**src/rtl/pwm_multi_ch.sv**
```systemverilog
// -----------------------------------------------------------------------------
// pwm_multi_ch
//
// Multi-channel PWM generator. A shared prescaler produces a tick every
// prescale+1 clocks; a shared period counter advances on each tick, either
// edge-aligned (0..P, wrap) or center-aligned (0..P..1, repeat). Each channel
// compares the counter against its active duty value. Duty, period and mode
// are double-buffered: new values sit in shadow registers and are copied to
// the active set only at a period boundary, so a period is never cut short.
//
// Ports:
//   clk          system clock, rising edge
//   rst_n        asynchronous active-low reset
//   en           run enable; low clears counters and outputs and keeps the
//                active set loaded from the shadow/live inputs every cycle
//   prescale     tick divider, used live
//   period       period top value, taken at a period boundary
//   center       0 = edge-aligned, 1 = center-aligned, taken at a boundary
//   wr_en        duty write strobe
//   wr_ch        channel index for the write (out-of-range indices ignored)
//   wr_duty      duty compare value
//   pwm_out      registered PWM outputs, one per channel
//   period_tick  one-cycle pulse in the cycle after each period boundary
// -----------------------------------------------------------------------------
module pwm_multi_ch #(
    parameter  int CHANNELS = 4,
    parameter  int CNT_W    = 8,
    parameter  int PRE_W    = 16,
    localparam int CH_W     = (CHANNELS > 1) ? $clog2(CHANNELS) : 1
) (
    input  logic                clk,
    input  logic                rst_n,
    input  logic                en,
    input  logic [PRE_W-1:0]    prescale,
    input  logic [CNT_W-1:0]    period,
    input  logic                center,
    input  logic                wr_en,
    input  logic [CH_W-1:0]     wr_ch,
    input  logic [CNT_W-1:0]    wr_duty,
    output logic [CHANNELS-1:0] pwm_out,
    output logic                period_tick
);

    logic [PRE_W-1:0]    pre_cnt_q, pre_cnt_d;
    logic [CNT_W-1:0]    cnt_q, cnt_d;
    logic                dir_q, dir_d;          // 1 = counting down (center mode)
    logic [CNT_W-1:0]    duty_pend_q [CHANNELS];
    logic [CNT_W-1:0]    duty_pend_d [CHANNELS];
    logic [CNT_W-1:0]    duty_act_q  [CHANNELS];
    logic [CNT_W-1:0]    duty_act_d  [CHANNELS];
    logic [CNT_W-1:0]    period_act_q, period_act_d;
    logic                center_act_q, center_act_d;
    logic [CHANNELS-1:0] pwm_out_q, pwm_out_d;
    logic                period_tick_q, period_tick_d;

    logic                tick_s;
    logic                boundary_s;
    logic [CNT_W-1:0]    cnt_step_s;
    logic                dir_step_s;

    // Prescaler: counts 0..prescale and flags the tick on the terminal value.
    always_comb begin
        tick_s    = 1'b0;
        pre_cnt_d = {PRE_W{1'b0}};
        if (en) begin
            if (pre_cnt_q == prescale) begin
                tick_s    = 1'b1;
                pre_cnt_d = {PRE_W{1'b0}};
            end else begin
                tick_s    = 1'b0;
                pre_cnt_d = pre_cnt_q + PRE_W'(1);
            end
        end else begin
            tick_s    = 1'b0;
            pre_cnt_d = {PRE_W{1'b0}};
        end
    end

    // Counter value and direction the counter would take on a tick.
    always_comb begin
        cnt_step_s = cnt_q;
        dir_step_s = dir_q;
        if (!center_act_q) begin
            dir_step_s = 1'b0;
            if (cnt_q == period_act_q) begin
                cnt_step_s = {CNT_W{1'b0}};
            end else begin
                cnt_step_s = cnt_q + CNT_W'(1);
            end
        end else if (period_act_q == {CNT_W{1'b0}}) begin
            // Degenerate center period: counter parks at 0.
            cnt_step_s = {CNT_W{1'b0}};
            dir_step_s = 1'b0;
        end else if (!dir_q) begin
            if (cnt_q == period_act_q) begin
                cnt_step_s = cnt_q - CNT_W'(1);
                dir_step_s = 1'b1;
            end else begin
                cnt_step_s = cnt_q + CNT_W'(1);
                dir_step_s = 1'b0;
            end
        end else begin
            cnt_step_s = cnt_q - CNT_W'(1);
            dir_step_s = 1'b1;
        end
    end

    // A boundary is any tick on which the counter returns to 0; this covers
    // the edge wrap, the center 1->0 step, P=1 center and P=0 in both modes.
    assign boundary_s = tick_s & (cnt_step_s == {CNT_W{1'b0}});

    // Counter, direction, active-set reload and period pulse.
    always_comb begin
        cnt_d         = cnt_q;
        dir_d         = dir_q;
        period_act_d  = period_act_q;
        center_act_d  = center_act_q;
        period_tick_d = 1'b0;
        for (int i = 0; i < CHANNELS; i++) begin
            duty_act_d[i] = duty_act_q[i];
        end
        if (!en) begin
            // Idle: hold counters at the start point and keep the active set
            // tracking so the first enabled period uses current settings.
            cnt_d         = {CNT_W{1'b0}};
            dir_d         = 1'b0;
            period_act_d  = period;
            center_act_d  = center;
            period_tick_d = 1'b0;
            for (int i = 0; i < CHANNELS; i++) begin
                duty_act_d[i] = duty_pend_q[i];
            end
        end else if (tick_s) begin
            cnt_d         = cnt_step_s;
            period_tick_d = boundary_s;
            if (boundary_s) begin
                dir_d        = 1'b0;
                period_act_d = period;
                center_act_d = center;
                for (int i = 0; i < CHANNELS; i++) begin
                    duty_act_d[i] = duty_pend_q[i];
                end
            end else begin
                dir_d        = dir_step_s;
                period_act_d = period_act_q;
                center_act_d = center_act_q;
            end
        end else begin
            cnt_d         = cnt_q;
            dir_d         = dir_q;
            period_tick_d = 1'b0;
        end
    end

    // Shadow duty registers; a write never touches the active set directly.
    always_comb begin
        for (int i = 0; i < CHANNELS; i++) begin
            if (wr_en && (wr_ch == CH_W'(i))) begin
                duty_pend_d[i] = wr_duty;
            end else begin
                duty_pend_d[i] = duty_pend_q[i];
            end
        end
    end

    // Per-channel compare against the current counter value.
    always_comb begin
        pwm_out_d = {CHANNELS{1'b0}};
        for (int i = 0; i < CHANNELS; i++) begin
            pwm_out_d[i] = en & (cnt_q < duty_act_q[i]);
        end
    end

    // State registers.
    always_ff @(posedge clk or negedge rst_n) begin
        if (!rst_n) begin
            pre_cnt_q     <= {PRE_W{1'b0}};
            cnt_q         <= {CNT_W{1'b0}};
            dir_q         <= 1'b0;
            period_act_q  <= {CNT_W{1'b0}};
            center_act_q  <= 1'b0;
            pwm_out_q     <= {CHANNELS{1'b0}};
            period_tick_q <= 1'b0;
            for (int i = 0; i < CHANNELS; i++) begin
                duty_pend_q[i] <= {CNT_W{1'b0}};
                duty_act_q[i]  <= {CNT_W{1'b0}};
            end
        end else begin
            pre_cnt_q     <= pre_cnt_d;
            cnt_q         <= cnt_d;
            dir_q         <= dir_d;
            period_act_q  <= period_act_d;
            center_act_q  <= center_act_d;
            pwm_out_q     <= pwm_out_d;
            period_tick_q <= period_tick_d;
            for (int i = 0; i < CHANNELS; i++) begin
                duty_pend_q[i] <= duty_pend_d[i];
                duty_act_q[i]  <= duty_act_d[i];
            end
        end
    end

    assign pwm_out     = pwm_out_q;
    assign period_tick = period_tick_q;

endmodule

```
**config.mk**
```make
export PLATFORM = sky130hd
export DESIGN_NAME = pwm_multi_ch
export DESIGN_NICKNAME = d
export VERILOG_FILES = /design/src/rtl/pwm_multi_ch.sv
export SDC_FILE = /design/constraint.sdc
export NUM_CORES = 1
export LEC_CHECK = 0
export CELL_PAD_IN_SITES_DETAIL_PLACEMENT = 1
export CELL_PAD_IN_SITES_GLOBAL_PLACEMENT = 1
export CORE_UTILIZATION = 47
export DETAILED_ROUTE_END_ITERATION = 8
export DONT_BUFFER_PORTS = 1
export GPL_TIMING_DRIVEN = 0
export PLACE_DENSITY_LB_ADDON = 0.15
export SETUP_SLACK_MARGIN = 0.4
export SKIP_CTS_REPAIR_TIMING = 1
export SYNTH_ARGS = -nofsm -noshare
export SYNTH_HDL_FRONTEND = slang
export SYNTH_SLANG_ARGS = --single-unit
```
**constraint.sdc**
```tcl
create_clock -name clk -period 2.93 [get_ports clk]
set_clock_uncertainty 0.2 [all_clocks]
set_input_delay 0.293 -clock clk [delete_from_list [all_inputs] [get_ports clk]]
set_output_delay 0.293 -clock clk [all_outputs]
set_load 0.01 [all_outputs]
```
## Word-level counts from Yosys, hierarchy flattened

Index checks and enable logic that the tools add are counted.

- Register bits: 103
- Input bits: 39
- Output and inout bits: 5
- Word-level logic and storage cells: 71

- Add/sub/neg operators: 3
- Order comparisons: 4
- Eq/ne operators: 7
- Multiplexer cells: 29
- Bitwise logic cells: 5
- Reductions and logical operators: 8

Operators by type and width:

| operator | count |
|---|---|
| $mux 32 | 3 |
| $mux 8 | 10 |
| $lt 8x8->1 | 4 |
| $mux 16 | 2 |
| $add 16x1->16 const B | 1 |
| $eq 16x16->1 | 1 |
| $logic_not 8->1 | 2 |
| $mux 1 | 14 |
| $add 8x1->8 const B | 1 |
| $eq 8x8->1 | 1 |
| $sub 8x1->8 const B | 1 |
| $and 1x1->1 | 5 |
| $eq 2x2->1 const B | 2 |
| $logic_and 1x1->1 | 4 |
| $ne 2x1->1 const B | 2 |
| $eq 2x1->1 const B | 1 |
| $logic_not 2->1 | 1 |
| $reduce_and 2->1 | 1 |

## Longest topological paths before layout

- Depth in word-level cells: 10
- Gate-level depth with buffers: 11
- Mapped depth without buffers: 9

## Worst setup path after synthesis

No wires, ideal clock.

- Kind: flip-flop to flip-flop
- From: register cnt_q[5]
- To: register center_act_q
- Setup time: 125 ps
- Arrival time: 2,774 ps
- Required time: 2,605 ps
- Path slack: -169 ps
- Stages on the path, launching flop included: 11
- Buffers on the path: 2
- Period minus slack after synthesis: 3,099 ps
- Cell sequence: dfrtp_1 > buf_2 > xnor2_1 > nand4_1 > o22ai_4 > o32ai_2 > a2111oi_4 > inv_2 > o41ai_4 > buf_6 > mux2_4

- Cells in the longest elaborated chain, start to end: 9
- Elaborated cells on any way between the ends: 12
- Classes of those cells: add/sub: 2; eq/ne: 2; mux: 5; bitwise: 1; reduce/logical: 2

Ends and longest elaborated chain:

| what | line | text |
|---|---|---|
| start, declared | 45 | `logic [CNT_W-1:0] cnt_q, cnt_d;` |
| start signal, assigned | 178 | `cnt_q <= {CNT_W{1'b0}};` |
| start signal, assigned | 190 | `cnt_q <= cnt_d;` |
| $add 8x1->8, or another cell as far along | 88, 99 |  |
| $mux 8 | 95 | `if (cnt_q == period_act_q) begin` |
| $mux 8 | 94 | `end else if (!dir_q) begin` |
| $mux 8 | 90 | `end else if (period_act_q == {CNT_W{1'b0}}) begin` |
| $mux 8 * | 83 | `if (!center_act_q) begin` |
| $logic_not 8->1 * | 110 | `assign boundary_s = tick_s & (cnt_step_s == {CNT_W{1'b0}});` |
| $and 1x1->1 * | 110 |  |
| $ne 2x1->1 (no source line) * | n/a |  |
| $reduce_and 2->1 (no source line) * | n/a |  |
| end signal, assigned | 193 | `center_act_q <= center_act_d;` |
| end, declared | 52 | `logic center_act_q, center_act_d;` |

Every way passes the cells marked *; elsewhere a longest branch is shown, timed or not.
A chain may end at the register's enable or synchronous reset.

## Final worst setup path

- From: register cnt_q[5]
- To: register duty_act_q[24] (netlist name)

- Cells in the longest elaborated chain, start to end: 9
- Elaborated cells on any way between the ends: 12
- Classes of those cells: add/sub: 2; eq/ne: 2; mux: 5; bitwise: 1; reduce/logical: 2

Ends and longest elaborated chain:

| what | line | text |
|---|---|---|
| $add 8x1->8, or another cell as far along | 88, 99 |  |
| $mux 8 | 95 |  |
| $mux 8 | 94 |  |
| $mux 8 | 90 |  |
| $mux 8 * | 83 |  |
| $logic_not 8->1 * | 110 |  |
| $and 1x1->1 * | 110 |  |
| $ne 2x1->1 (no source line) * | n/a |  |
| $reduce_and 2->1 (no source line) * | n/a |  |
| end signal, assigned by index | 186 | `duty_act_q[i] <= {CNT_W{1'b0}};` |
| end signal, assigned by index | 198 | `duty_act_q[i] <= duty_act_d[i];` |
| end, declared | 49 | `logic [CNT_W-1:0] duty_act_q [CHANNELS];` |

Marked as above.

==> impl_results.md <==
* Crit path largest cell delay at 460 ps
* WL per Instance at 21.2 µm
* Fmax at 286 MHz
* Ys Warns at 0
* #FFs+latches synth at 103
* Setup ws final at -565 ps
* RSZ-0062 raised after global routing: true
* Drt initial violations at 178
* Residual DRC count at 4
* Post-synth top area share at 45.8%
* EDFF count, synth at 0
* Crit Reg-Reg Startpoint: cnt_q[5]
* Mapped Cells at 473
* Dpl hpwl at 8820 µm
* Synth unique cells at 47
* Violations in the final reports: design-rule violations, negative hold slack, negative setup slack
* Die area at 12,400 µm²
* Worst-path clk slew at 70 ps
* Cell Count, Final, Fillers Out at 683
* Gr ovfl total at 0
* Synth area leader: dfrtp_1
* CTS tree: done
* First-pass GRT wire length at 20,600 µm
* Data required time of the critical path at 2970 ps
* WP buf/inv at 4
* Max clock buf depth at 2
* Core Region at 11,500 µm²
* Number of max-cap violations at 0
* Worst-margin pin slew at 924 ps
* Setup TNS at -22,150 ps
* PortBufs at 0
* Placed insts at 616
* Final Max Slew Viols at 0
* Max-slew headroom at 38.1%
* DIE WIDTH at 111 µm
* Initial Utilization at 48.8%
* Worst path slowest cell: o41ai_4
* Seq/Total Area, Yosys at 45.8%
* Share of cells above drive strength 1 at 33.0%
* H-Tree Depth at 3
* Syn Nets at 543
* Antenna viol nets, final at 0
* Outcome: finished, violations left
* Final period util at 119%
* Placed Area at 5870 µm²
* Largest net degree at the start of global routing at 104
* Avg Vias per Cell at 5.60
* HP Class: primary input to async pin
* Avg Inst Size Synth at 11.9 µm²
* WL final at 14,500 µm
* CP Launch Type: register
* Power Dens Cells at 527 nW/µm²
* Critical path cell sequence: buf_8 -> xnor2_2 -> nand4_1 -> o22ai_4 -> buf_6 -> nor2_2 -> nor3_2 -> nand4_1 -> o41ai_4 -> buf_6 -> clkbuf_16 -> mux2_4
* Nets at 605
* Overall routing resource usage at 21.6%
* Top Ports at 44
* Reg-to-reg slack, setup at -570 ps
* R2r endpoint: duty_act_q[24]
* # setup viols final at 42
* Antenna violations before repair at 0
* Site Rows at 39
* Leakage at 3.31 nW
* CTS buffer count at 9
* Via count at 3,827
* CP max FO at 8
* CTS sink cnt at 103
* Worst path top cell family by delay: compound AO/OA/AOI/OAI gates
* Worst skew pair latency at 350 ps
* N_diodes at 0
* Area of the mapped netlist at 5620 µm²
* CP Data Arrival Time at 3530 ps
* Post-synth top flop: dfrtp_1
* Async S/R FF share, synth at 100%
* Crit path kind: register to register
* Placer's final routability congestion estimate at 0.831
* CP Capture Type: register
* Peak supply drop at 0.308 mV
* Min Tclk post-route at 3500 ps
* Fin Hold WS at -570 ps
* Fin area at 6900 µm²
* Hold Fails Final Rpt at 103
* Largest cells by area after synthesis: dfrtp_1 46%, mux2_4 11%, mux2_2 7.2%
* Register-to-Register Path Depth at 12
* Die Ht at 111 µm
* First-pass DRT Iterations at 6
* Area growth syn-to-layout at 22.6%
* Root buffer cell: clkbuf_16
* Total power at 3.64 mW
* Vias in the first global route at 3,868
[flip-flops by register name, summed over array words and instances, names as in the netlist]
name,count
dir_q,1
duty_pend_q,32
pwm_out,4
period_act_q,8
duty_act_q,32
period_tick,1
center_act_q,1
cnt_q,8
pre_cnt_q,16
[routing by layer]
metal | global-route usage [%] | part of all wire, % | up-vias
li1 | - | - | 1776
met1 | 29.6 | 45 | 1955
met2 | 34.6 | 50 | 70
met3 | 3.48 | 3.5 | 26
met4 | 7.75 | 1.6 | 0
met5 | 0 | 0 | -
[cell usage in the layout (no fill, tap or decap), types with 13 or more instances in the layout]
| master | count |
|---|---|
| buf_4 | 24 |
| dlygate4sd3_1 | 18 |
| mux2_4 | 41 |
| clkbuf_16 | 13 |
| inv_1 | 36 |
| a21o_1 | 24 |
| xnor2_1 | 28 |
| mux2_2 | 35 |
| nor2_1 | 37 |
| ha_1 | 31 |
| nand2_1 | 20 |
| dfrtp_1 | 96 |
[through the flow]
stage,util [%],setup WS (ps)
detailed placement,51.0,-727
floorplan,-,-109
global placement,50.9,-643
finish,59.9,-565
global route,59.9,-670
CTS,53.6,-733
[power breakdown]
part	internal, mW	switching, mW	leakage [nW]
clock	0.693	0.567	0.151
sequential	1.63	0.142	1.26
combinational	0.381	0.224	1.90
[synth_stat cells, types with 6 or more instances]
library cell	count
a21o_1	24
ha_1	31
mux2_4	40
xor2_1	12
dfrtp_1	103
xnor2_1	32
mux2_2	36
nand4_1	9
nand2b_1	6
nand2_1	21
nor2_1	38
inv_1	36
nand3_1	12
a211oi_1	8
[cells by family (layout without fill, tap and decap cells)]
group	after synthesis	after routing	share of synthesized area, %
buffers and inverters	53	120	4.34
adder cells (fa/ha/maj)	31	31	6.90
AO/OA/AOI/OAI	57	57	8.59
XOR/XNOR	44	44	6.85
flip-flops	103	103	45.8
AND/OR/NAND/NOR	107	107	9.26
multiplexers	78	78	18.2
[layout make-up]
class	count	area [µm²]
buffer	16	191
clock buffer	10	239
clock inverter	6	67.6
fill	1158	4620
inverter	37	139
multi-input combinational	317	2980
sequential	103	2590
tap	143	179
timing repair buffer	51	517
[how the worst max path moves through the flow]
stage          cells after the start  slack [ps]             end           from
2_1_floorplan                     10        -110    center_act_q       cnt_q[2]
3_3_place_gp                       9        -640  duty_act_q[24]       cnt_q[1]
3_5_place_dp                       9        -730  duty_act_q[27]  pre_cnt_q[11]
4_1_cts                            9        -730  duty_act_q[24]  pre_cnt_q[11]
5_1_grt                           12        -670  duty_act_q[24]       cnt_q[5]
6_report                          12        -570  duty_act_q[24]       cnt_q[5]
[worst register-to-register path: cells and delay by family, from the launching register on]
family,cells,cell delay [ps]
muxes,1,300
AOI/OAI and AO/OA,2,790
xor gates and xnor gates,1,160
buffers and inverters,4,750
DFF,1,430
and+or+nand+nor,4,760
Note: power is estimated with default switching activity, not from simulation.
